--- config.mk ---
export PLATFORM = sky130hd
export DESIGN_NAME = io_port_unit_flat
export DESIGN_NICKNAME = d
export VERILOG_FILES = /design/src/rtl/io_port_unit_pkg.sv /design/src/rtl/io_port_unit_if.sv /design/src/rtl/io_port_unit_debounce.sv /design/src/rtl/io_port_unit.sv /design/src/flat_wrapper.sv
export SDC_FILE = /design/constraint.sdc
export NUM_CORES = 1
export LEC_CHECK = 0
export CORE_UTILIZATION = 41
export DETAILED_ROUTE_END_ITERATION = 8
export PLACE_DENSITY = 0.76
export SLEW_MARGIN = 0
export SYNTH_ARGS = -nofsm -noshare
export SYNTH_HDL_FRONTEND = slang
export SYNTH_SLANG_ARGS = --single-unit
--- constraint.sdc ---
create_clock -name i_clk -period 1.8 [get_ports i_clk]
set_clock_uncertainty 0.05 [all_clocks]
set_input_delay 0.18 -clock i_clk [delete_from_list [all_inputs] [get_ports i_clk]]
set_output_delay 0.18 -clock i_clk [all_outputs]
set_load 0.05 [all_outputs]
--- src/rtl/io_port_unit_pkg.sv ---
// Shared types for the I/O port unit: IN/OUT/HLT opcode encoding, FSM states and sizing helper.
package io_port_unit_pkg;

  typedef enum logic [1:0] {
    IO_NONE = 2'b00,
    IO_IN   = 2'b01,
    IO_OUT  = 2'b10,
    IO_HLT  = 2'b11
  } op_e;

  typedef enum logic [1:0] {
    ST_IDLE,
    ST_WAIT_SET,
    ST_ACK,
    ST_STOPPED
  } state_e;

  function automatic int port_w(input int num_out);
    return (num_out > 1) ? $clog2(num_out) : 1;
  endfunction

endpackage

--- src/rtl/io_port_unit_if.sv ---
// Core-side and board-side signals of the I/O port unit; slave = the unit, master = core/board.
import io_port_unit_pkg::*;

interface io_port_unit_if #(
  parameter int DATA_W  = 32,
  parameter int SW_W    = 13,
  parameter int NUM_OUT = 4
) ();
  localparam int PORT_W = port_w(NUM_OUT);

  logic [SW_W-1:0]           i_switches;
  logic                      i_set;
  op_e                       i_op_io;
  logic [PORT_W-1:0]         i_port;
  logic [DATA_W-1:0]         i_wr_data;
  logic                      o_halt;
  logic [DATA_W-1:0]         o_rd_data;
  logic [NUM_OUT*DATA_W-1:0] o_out_bus;
  logic [NUM_OUT-1:0]        o_out_valid;
  logic                      o_stopped;

  modport slave (
    input  i_switches, i_set, i_op_io, i_port, i_wr_data,
    output o_halt, o_rd_data, o_out_bus, o_out_valid, o_stopped
  );

  modport master (
    output i_switches, i_set, i_op_io, i_port, i_wr_data,
    input  o_halt, o_rd_data, o_out_bus, o_out_valid, o_stopped
  );
endinterface

--- src/rtl/io_port_unit_debounce.sv ---
// Button conditioner: 2-FF synchroniser, stability counter, one-cycle pulse on debounced 0->1.
module io_port_unit_debounce #(
  parameter int DEBOUNCE_CYCLES = 4
) (
  input  logic i_clk,
  input  logic i_rst_n,
  input  logic i_raw,
  output logic o_rise
);
  localparam int                CNT_W    = (DEBOUNCE_CYCLES > 1) ? $clog2(DEBOUNCE_CYCLES) : 1;
  localparam logic [CNT_W-1:0]  CNT_LAST = CNT_W'(DEBOUNCE_CYCLES - 1);

  logic             r_meta;
  logic             r_sync;
  logic             r_level;
  logic [CNT_W-1:0] r_cnt;
  logic             r_rise;

  // Level flips only after the synchronised input has disagreed with it for DEBOUNCE_CYCLES cycles in a row.
  always_ff @(posedge i_clk or negedge i_rst_n) begin
    if (!i_rst_n) begin
      r_meta  <= 1'b0;
      r_sync  <= 1'b0;
      r_level <= 1'b0;
      r_cnt   <= '0;
      r_rise  <= 1'b0;
    end else begin
      r_meta <= i_raw;
      r_sync <= r_meta;
      r_rise <= 1'b0;
      if (r_sync != r_level) begin
        if (r_cnt == CNT_LAST) begin
          r_level <= r_sync;
          r_rise  <= r_sync;
          r_cnt   <= '0;
        end else begin
          r_cnt <= r_cnt + 1'b1;
        end
      end else begin
        r_cnt <= '0;
      end
    end
  end

  assign o_rise = r_rise;

endmodule

--- src/rtl/io_port_unit.sv ---
// I/O port unit: stalls the core on IN until a debounced Set press, latches OUT data into channels, HLT stops until reset.
import io_port_unit_pkg::*;

module io_port_unit #(
  parameter int DATA_W          = 32,
  parameter int SW_W            = 13,
  parameter int NUM_OUT         = 4,
  parameter int DEBOUNCE_CYCLES = 4
) (
  input  logic          i_clk,
  input  logic          i_rst_n,
  io_port_unit_if.slave io
);
  localparam int PORT_W = port_w(NUM_OUT);

  logic            w_set_rise;
  logic            w_halt;
  logic [SW_W-1:0] r_sw_meta;
  logic [SW_W-1:0] r_sw_sync;
  state_e          r_state;
  logic [DATA_W-1:0] r_rd_data;
  logic            r_stopped;

  io_port_unit_debounce #(
    .DEBOUNCE_CYCLES(DEBOUNCE_CYCLES)
  ) u_set_db (
    .i_clk  (i_clk),
    .i_rst_n(i_rst_n),
    .i_raw  (io.i_set),
    .o_rise (w_set_rise)
  );

  always_ff @(posedge i_clk or negedge i_rst_n) begin
    if (!i_rst_n) begin
      r_sw_meta <= '0;
      r_sw_sync <= '0;
    end else begin
      r_sw_meta <= io.i_switches;
      r_sw_sync <= r_sw_meta;
    end
  end

  // A press arriving in any state other than IDLE-with-IN or WAIT_SET is simply dropped.
  always_ff @(posedge i_clk or negedge i_rst_n) begin
    if (!i_rst_n) begin
      r_state   <= ST_IDLE;
      r_rd_data <= '0;
      r_stopped <= 1'b0;
    end else begin
      case (r_state)
        ST_IDLE: begin
          case (io.i_op_io)
            IO_IN: begin
              if (w_set_rise) begin
                r_rd_data <= DATA_W'(r_sw_sync);
                r_state   <= ST_ACK;
              end else begin
                r_state <= ST_WAIT_SET;
              end
            end
            IO_HLT: begin
              r_state   <= ST_STOPPED;
              r_stopped <= 1'b1;
            end
            default: r_state <= ST_IDLE;
          endcase
        end
        ST_WAIT_SET: begin
          if (w_set_rise) begin
            r_rd_data <= DATA_W'(r_sw_sync);
            r_state   <= ST_ACK;
          end
        end
        ST_ACK:     r_state <= ST_IDLE;
        ST_STOPPED: r_state <= ST_STOPPED;
        default:    r_state <= ST_IDLE;
      endcase
    end
  end

  // Halt must respond in the same cycle the opcode appears, so it is decoded rather than registered.
  always_comb begin
    w_halt = 1'b0;
    case (r_state)
      ST_IDLE:     w_halt = (io.i_op_io == IO_IN) || (io.i_op_io == IO_HLT);
      ST_WAIT_SET: w_halt = 1'b1;
      ST_STOPPED:  w_halt = 1'b1;
      default:     w_halt = 1'b0;
    endcase
  end

  assign io.o_halt    = w_halt;
  assign io.o_rd_data = r_rd_data;
  assign io.o_stopped = r_stopped;

  for (genvar k = 0; k < NUM_OUT; k++) begin : g_ch
    logic [DATA_W-1:0] r_ch;
    logic              r_vld;

    always_ff @(posedge i_clk or negedge i_rst_n) begin
      if (!i_rst_n) begin
        r_ch  <= '0;
        r_vld <= 1'b0;
      end else if ((r_state == ST_IDLE) && (io.i_op_io == IO_OUT) && (io.i_port == PORT_W'(k))) begin
        r_ch  <= io.i_wr_data;
        r_vld <= 1'b1;
      end
    end

    assign io.o_out_bus[k*DATA_W +: DATA_W] = r_ch;
    assign io.o_out_valid[k]                = r_vld;
  end

endmodule

--- src/flat_wrapper.sv ---
// flat-port wrapper written by rule: the top's interface ports become plain ports
module io_port_unit_flat 
#(
  parameter int DATA_W          = 32,
  parameter int SW_W            = 13,
  parameter int NUM_OUT         = 4,
  parameter int DEBOUNCE_CYCLES = 4
)
  (i_clk, i_rst_n, io_i_switches, io_i_set, io_i_op_io, io_i_port, io_i_wr_data, io_o_halt, io_o_rd_data, io_o_out_bus, io_o_out_valid, io_o_stopped);
  io_port_unit_if #(.DATA_W(DATA_W), .SW_W(SW_W), .NUM_OUT(NUM_OUT)) io_i ();
  input  logic i_clk;
  input  logic i_rst_n;
  input wire logic [$bits(io_i.i_switches)-1:0] io_i_switches;
  input wire logic [$bits(io_i.i_set)-1:0] io_i_set;
  input wire logic [$bits(io_i.i_op_io)-1:0] io_i_op_io;
  input wire logic [$bits(io_i.i_port)-1:0] io_i_port;
  input wire logic [$bits(io_i.i_wr_data)-1:0] io_i_wr_data;
  output wire logic [$bits(io_i.o_halt)-1:0] io_o_halt;
  output wire logic [$bits(io_i.o_rd_data)-1:0] io_o_rd_data;
  output wire logic [$bits(io_i.o_out_bus)-1:0] io_o_out_bus;
  output wire logic [$bits(io_i.o_out_valid)-1:0] io_o_out_valid;
  output wire logic [$bits(io_i.o_stopped)-1:0] io_o_stopped;
  assign io_i.i_switches = io_i_switches;
  assign io_i.i_set = io_i_set;
  assign io_i.i_op_io = io_i_op_io;
  assign io_i.i_port = io_i_port;
  assign io_i.i_wr_data = io_i_wr_data;
  assign io_o_halt = io_i.o_halt;
  assign io_o_rd_data = io_i.o_rd_data;
  assign io_o_out_bus = io_i.o_out_bus;
  assign io_o_out_valid = io_i.o_out_valid;
  assign io_o_stopped = io_i.o_stopped;
  io_port_unit #(.DATA_W(DATA_W), .SW_W(SW_W), .NUM_OUT(NUM_OUT), .DEBOUNCE_CYCLES(DEBOUNCE_CYCLES)) u_core (.i_clk(i_clk), .i_rst_n(i_rst_n), .io(io_i));
endmodule
* Word level (Yosys, flattened, before mapping) *
Cells that the tools add are included.

word-level totals
  output and inout bits = 166
  logic and storage cells = 57
  bits in registers = 199

cells by class
  add/sub/neg operators = 1
  reductions and logical operators = 13
  multiplexer cells = 12
  eq/ne operators = 13

operators by type and width
  kind                                                   number
  two-way mux 32 bit                                     2
  case mux 32 bit (2 select lines)                       1
  equality test 2 bit, second input constant             7
  two-way mux 2 bit                                      4
  case mux 2 bit (4 select lines)                        1
  equality test 2 x 1 -> 1 bit, second input constant    3
  AND reduction 2 bit                                    3
  logical AND 1 bit                                      5
  logical NOT 2 bit                                      2
  case mux 2 bit (2 select lines)                        1
  adder 2 x 1 -> 2 bit, second input constant            1
  two-way mux 1 bit                                      2
  inequality test 2 x 1 -> 1 bit, second input constant  1
  inequality test 2 bit, second input constant           1
  case mux 1 bit (2 select lines)                        1
  nonzero test 2 bit                                     1
  OR reduction 2 bit                                     1
  logical OR 1 bit                                       1
  inequality test 1 bit                                  1

* Logic depth before layout (Yosys ltp) *
  depth after elaboration = 3
  gate-level depth with buffers = 5
  mapped depth without buffers = 3

* By module *
From an unflattened synthesis, not the netlist that was laid out.

second synthesis, totals
  cell total of the unflattened synthesis = 387
  area total of the unflattened synthesis = 6603.8 um^2

by module, submodules not included
  module                 instances  seq. area each (um^2)  area an instance (um^2)  cells each
  io_port_unit           1          4354.2                 6394.9                   375
  io_port_unit_debounce  1          150.1                  209.0                    12

* Worst setup path after synthesis *
Ideal clock, no wire load.

  path type = register -> register
  from = register u_core.r_state[0]
  to = register u_core.g_ch[3].r_ch[10]
  data required time = 1625 ps
  setup slack = 47 ps
  data arrival time = 1578 ps
  stages on the path, launching flop included = 6
  path through = dfrtp_1 nor4b_4 and3_1 buf_4 buf_6 mux2_2

on the way
  word-level cells in the longest chain between the ends = 3

ends and longest elaborated chain
  element                         line                 text
  start, declared                 io_port_unit.sv:20   state_e r_state;
  start signal, assigned          io_port_unit.sv:46   r_state <= ST_IDLE;
  start signal, assigned          io_port_unit.sv:56   r_state <= ST_ACK;
  start signal, assigned          io_port_unit.sv:58   r_state <= ST_WAIT_SET;
  logical NOT 2 bit               io_port_unit.sv:104  end else if ((r_state == ST_IDLE) && (io.i_op_io == IO_OUT) && (io.i_port == PORT_W'(k))) begin
  logical AND 1 bit (2 in a row)  io_port_unit.sv:104
  end signal, assigned            io_port_unit.sv:105  r_ch <= io.i_wr_data;
  end, declared                   io_port_unit.sv:97   logic [DATA_W-1:0] r_ch;

Every way passes these cells.
A chain may end at the register's enable or synchronous reset.

* Worst setup path in the final report *
  from = register u_core.r_state[0]
  to = register u_core.g_ch[3].r_ch[18]

Same word-level chain as after synthesis.

==> reports/results.ini <==
[timing]
period_needed_ns = 1.68
hold_violations = 0
setup_ws_ns = 0.123
fmax_mhz = 596
finalCritPeriodShare = 0.932
slew-limit-headroom = 0.639
rsz0062_at_grt = false
worstMarginPinSlew_ns = 0.543
timing_max_transition_violations_final = 0
finalSetupViolations = 0

[status]
status = finished clean

[cts]
clkTransAtPathRegs_ns = 0.07
clockBufferDepth = 2
root_buffer = clkbuf_16
cts_tree = yes
numCtsBuffers = 17
cts_setup_buffers = 0
numClockSinks = 180
htree_levels = 4
insertion_delay_ns = 0.42

[layout]
final_cell_mix = dfrtp_1 (180), mux2_2 (142), dlygate4sd2_1 (132), clkdlybuf4s50_1 (50), buf_4 (21)
fillers = 1271
num-nets-final = 655
layout_commonest_cell = dfrtp_1
syn2layout_area_growth_pct = 40.6
final_cells = 830
n_antenna_cell = 0
finalInstanceArea_mm2 = 0.00928
drive_gt1_frac = 0.344

[critical_path]
arrival_ns = 1.92
worstPathRequired_ns = 2.05
reg2reg_to = u_core.g_ch[3].r_ch[18]
cp_max_fo = 20
critical_path_buf_inv_count = 1
crit_slowest_cell = dfrtp_1
critPathMaxStageDelay_ns = 0.41
worstReg2RegStart = u_core.r_state[0]
ff2ff_setup_slack_ns = 0.12
path_cells = nor4b_4 -> and3_2 -> buf_12 -> mux2_2
cp-start-kind = register
worstSetupPathType = reg -> reg
crit_family = simple AND/OR/NAND/NOR gates
end_kind = register
r2r_cells = 4

[detailed_routing]
post_drt_wl_per_cell_um = 17.5
dr.first_iter.drc_count = 90
vias_per_cell = 4.69
vias = 3890
wirelength_mm = 14.5
ant_nets = 0
dr.pass1.iters = 4
drc = 0

[synthesis]
ys_ff_latch = 180
netlist_instances = 386
ys_warn_count = 0
ys_seq_area_frac = 0.683
synth_cell_types = 23
synth_top_area_frac = 0.683
netlist.top_cell.by_area = dfrtp_1
synth.avg_cell_area_um2 = 17.1
syn_area_mm2 = 0.00660
synth_area_leaders = dfrtp_1 (68%), mux2_2 (24%), buf_4 (2.8%)

[min_path]
hold_depth = 1
worstHoldEndpoint = u_core.r_sw_meta[0]
hold_path.class = in -> reg
hp-start = io_i_switches[0]

[power_and_ir_drop]
power_uw = 15400
p_per_area_mw_per_mm2 = 1660
irDropWorstVdd_v = 0.000954
p_leak_uw = 0.00500

[placement]
post_dp_cell_area_mm2 = 0.00883
dp_hpwl_mm = 10.4
post-place-ws_ns = -0.181
place_congestion = 0.687
port-buffer-count = 198
dp_cells = 798

[floorplanning]
io-pin-count = 218
fp.dieW_um = 129
die_area_mm2 = 0.0166
rows = 46
start_util = 0.418
core_mm2 = 0.0158
die_y_um = 129

[flow_run]
cap_violations = 0

[global_route]
first_global_vias = 4319
antenna_found_initial = 0
grt_pass1_wl_mm = 22.9
track_usage = 0.186
overflow = 0
grt_max_degree = 58

## where the power goes
| group | leakage [µW] | total, µW | switching (µW) | internal [µW] |
|---|---|---|---|---|
| sequential | 0.00236 | 5560 | 505 | 5060 |
| clock | 0.000286 | 3670 | 1510 | 2160 |
| combinational | 0.00236 | 6140 | 4370 | 1770 |
| total | 0.00500 | 15400 | 6390 | 8990 |
## what timing repair did
item	in CTS	in global routing
hold buffers	1	0
endpoints found under the setup margin	132	3
hold endpoints to repair	128	0
gates resized for setup	132	3
## stage by stage
step | TNS, ns | util | hold slack, ns
2_1_floorplan | 0 | - | -0.166
3_3_place_gp | -15.62 | 0.560 | 0.0465
3_5_place_dp | -19.26 | 0.560 | 0.0521
4_1_cts | 0 | 0.588 | 0.131
5_1_grt | 0 | 0.588 | 0.127
6_report | 0 | 0.588 | 0.149
## registers in the layout (all words and copies together), names as in the netlist, 2 cells and up
name / count
u_core.g_ch.r_ch: 128
u_core.r_sw_sync: 13
u_core.r_sw_meta: 13
u_core.g_ch.r_vld: 4
u_core.r_state: 2
u_core.io.o_rd_data: 13
u_core.u_set_db.r_cnt: 2
## kinds of logic after synthesis
kind of cell,Yosys count,share of synthesized area
xor+xnor,1,0.00133
other cells,1,0.000568
simple gates,15,0.0178
compound gates,5,0.00474
buf+inv,40,0.0469
fa+ha+maj,1,0.00190
flops,180,0.683
mux,143,0.244
## cell type report
| class | instances | area (µm²) | share of cell area |
|---|---|---|---|
| clock buffers | 21 | 470 | 0.0507 |
| well taps | 216 | 270 | 0.0291 |
| repair buffers | 216 | 2040 | 0.220 |
| inverters | 3 | 11.3 | 0.00121 |
| clock inverters | 10 | 124 | 0.0134 |
| multi-input cells | 184 | 1860 | 0.200 |
| flip-flops and latches | 180 | 4500 | 0.486 |
## cell usage after synthesis
library cell	number
nand2b_1	3
inv_1	3
nor4b_4	1
buf_6	8
mux2_2	142
or2_2	1
and3_1	1
o211ai_1	1
nand2_2	1
nand3b_2	2
buf_2	4
nor2b_1	2
ha_1	1
conb_1	1
mux2i_1	1
dfrtp_1	180
xnor2_1	1
nor2_1	2
a31o_2	1
and3b_1	1
buf_4	25
nor3_1	1
a21oi_1	3
## worst max path at each step
stage | start | to | cells past startpoint
finish | u_core.r_state[0] | u_core.g_ch[3].r_ch[18] | 4
global route | u_core.r_state[1] | u_core.g_ch[3].r_ch[18] | 4
CTS | u_core.g_ch[0].r_ch[31] | io_o_out_bus[31] | 1
detailed placement | io_i_op_io[0] | u_core.g_ch[3].r_ch[15] | 5
global placement | io_i_op_io[0] | u_core.g_ch[3].r_ch[17] | 5
floorplan | u_core.r_state[0] | u_core.g_ch[3].r_ch[10] | 5
## worst reg2reg max path, stage by stage (launching register included)
cell     delay (ns)
dfrtp_1        0.41
nor4b_4        0.28
and3_2         0.28
buf_12         0.18
mux2_2         0.36
## routing by layer
metal | up-vias | wire length, µm | track usage
li1 | 1722 | - | -
met1 | 2020 | 5570 | 0.211
met2 | 141 | 7560 | 0.315
met3 | 7 | 1240 | 0.0811
met4 | 0 | 110 | 0.0623
met5 | - | 0 | 0
Power figures use the tool's default switching activity.
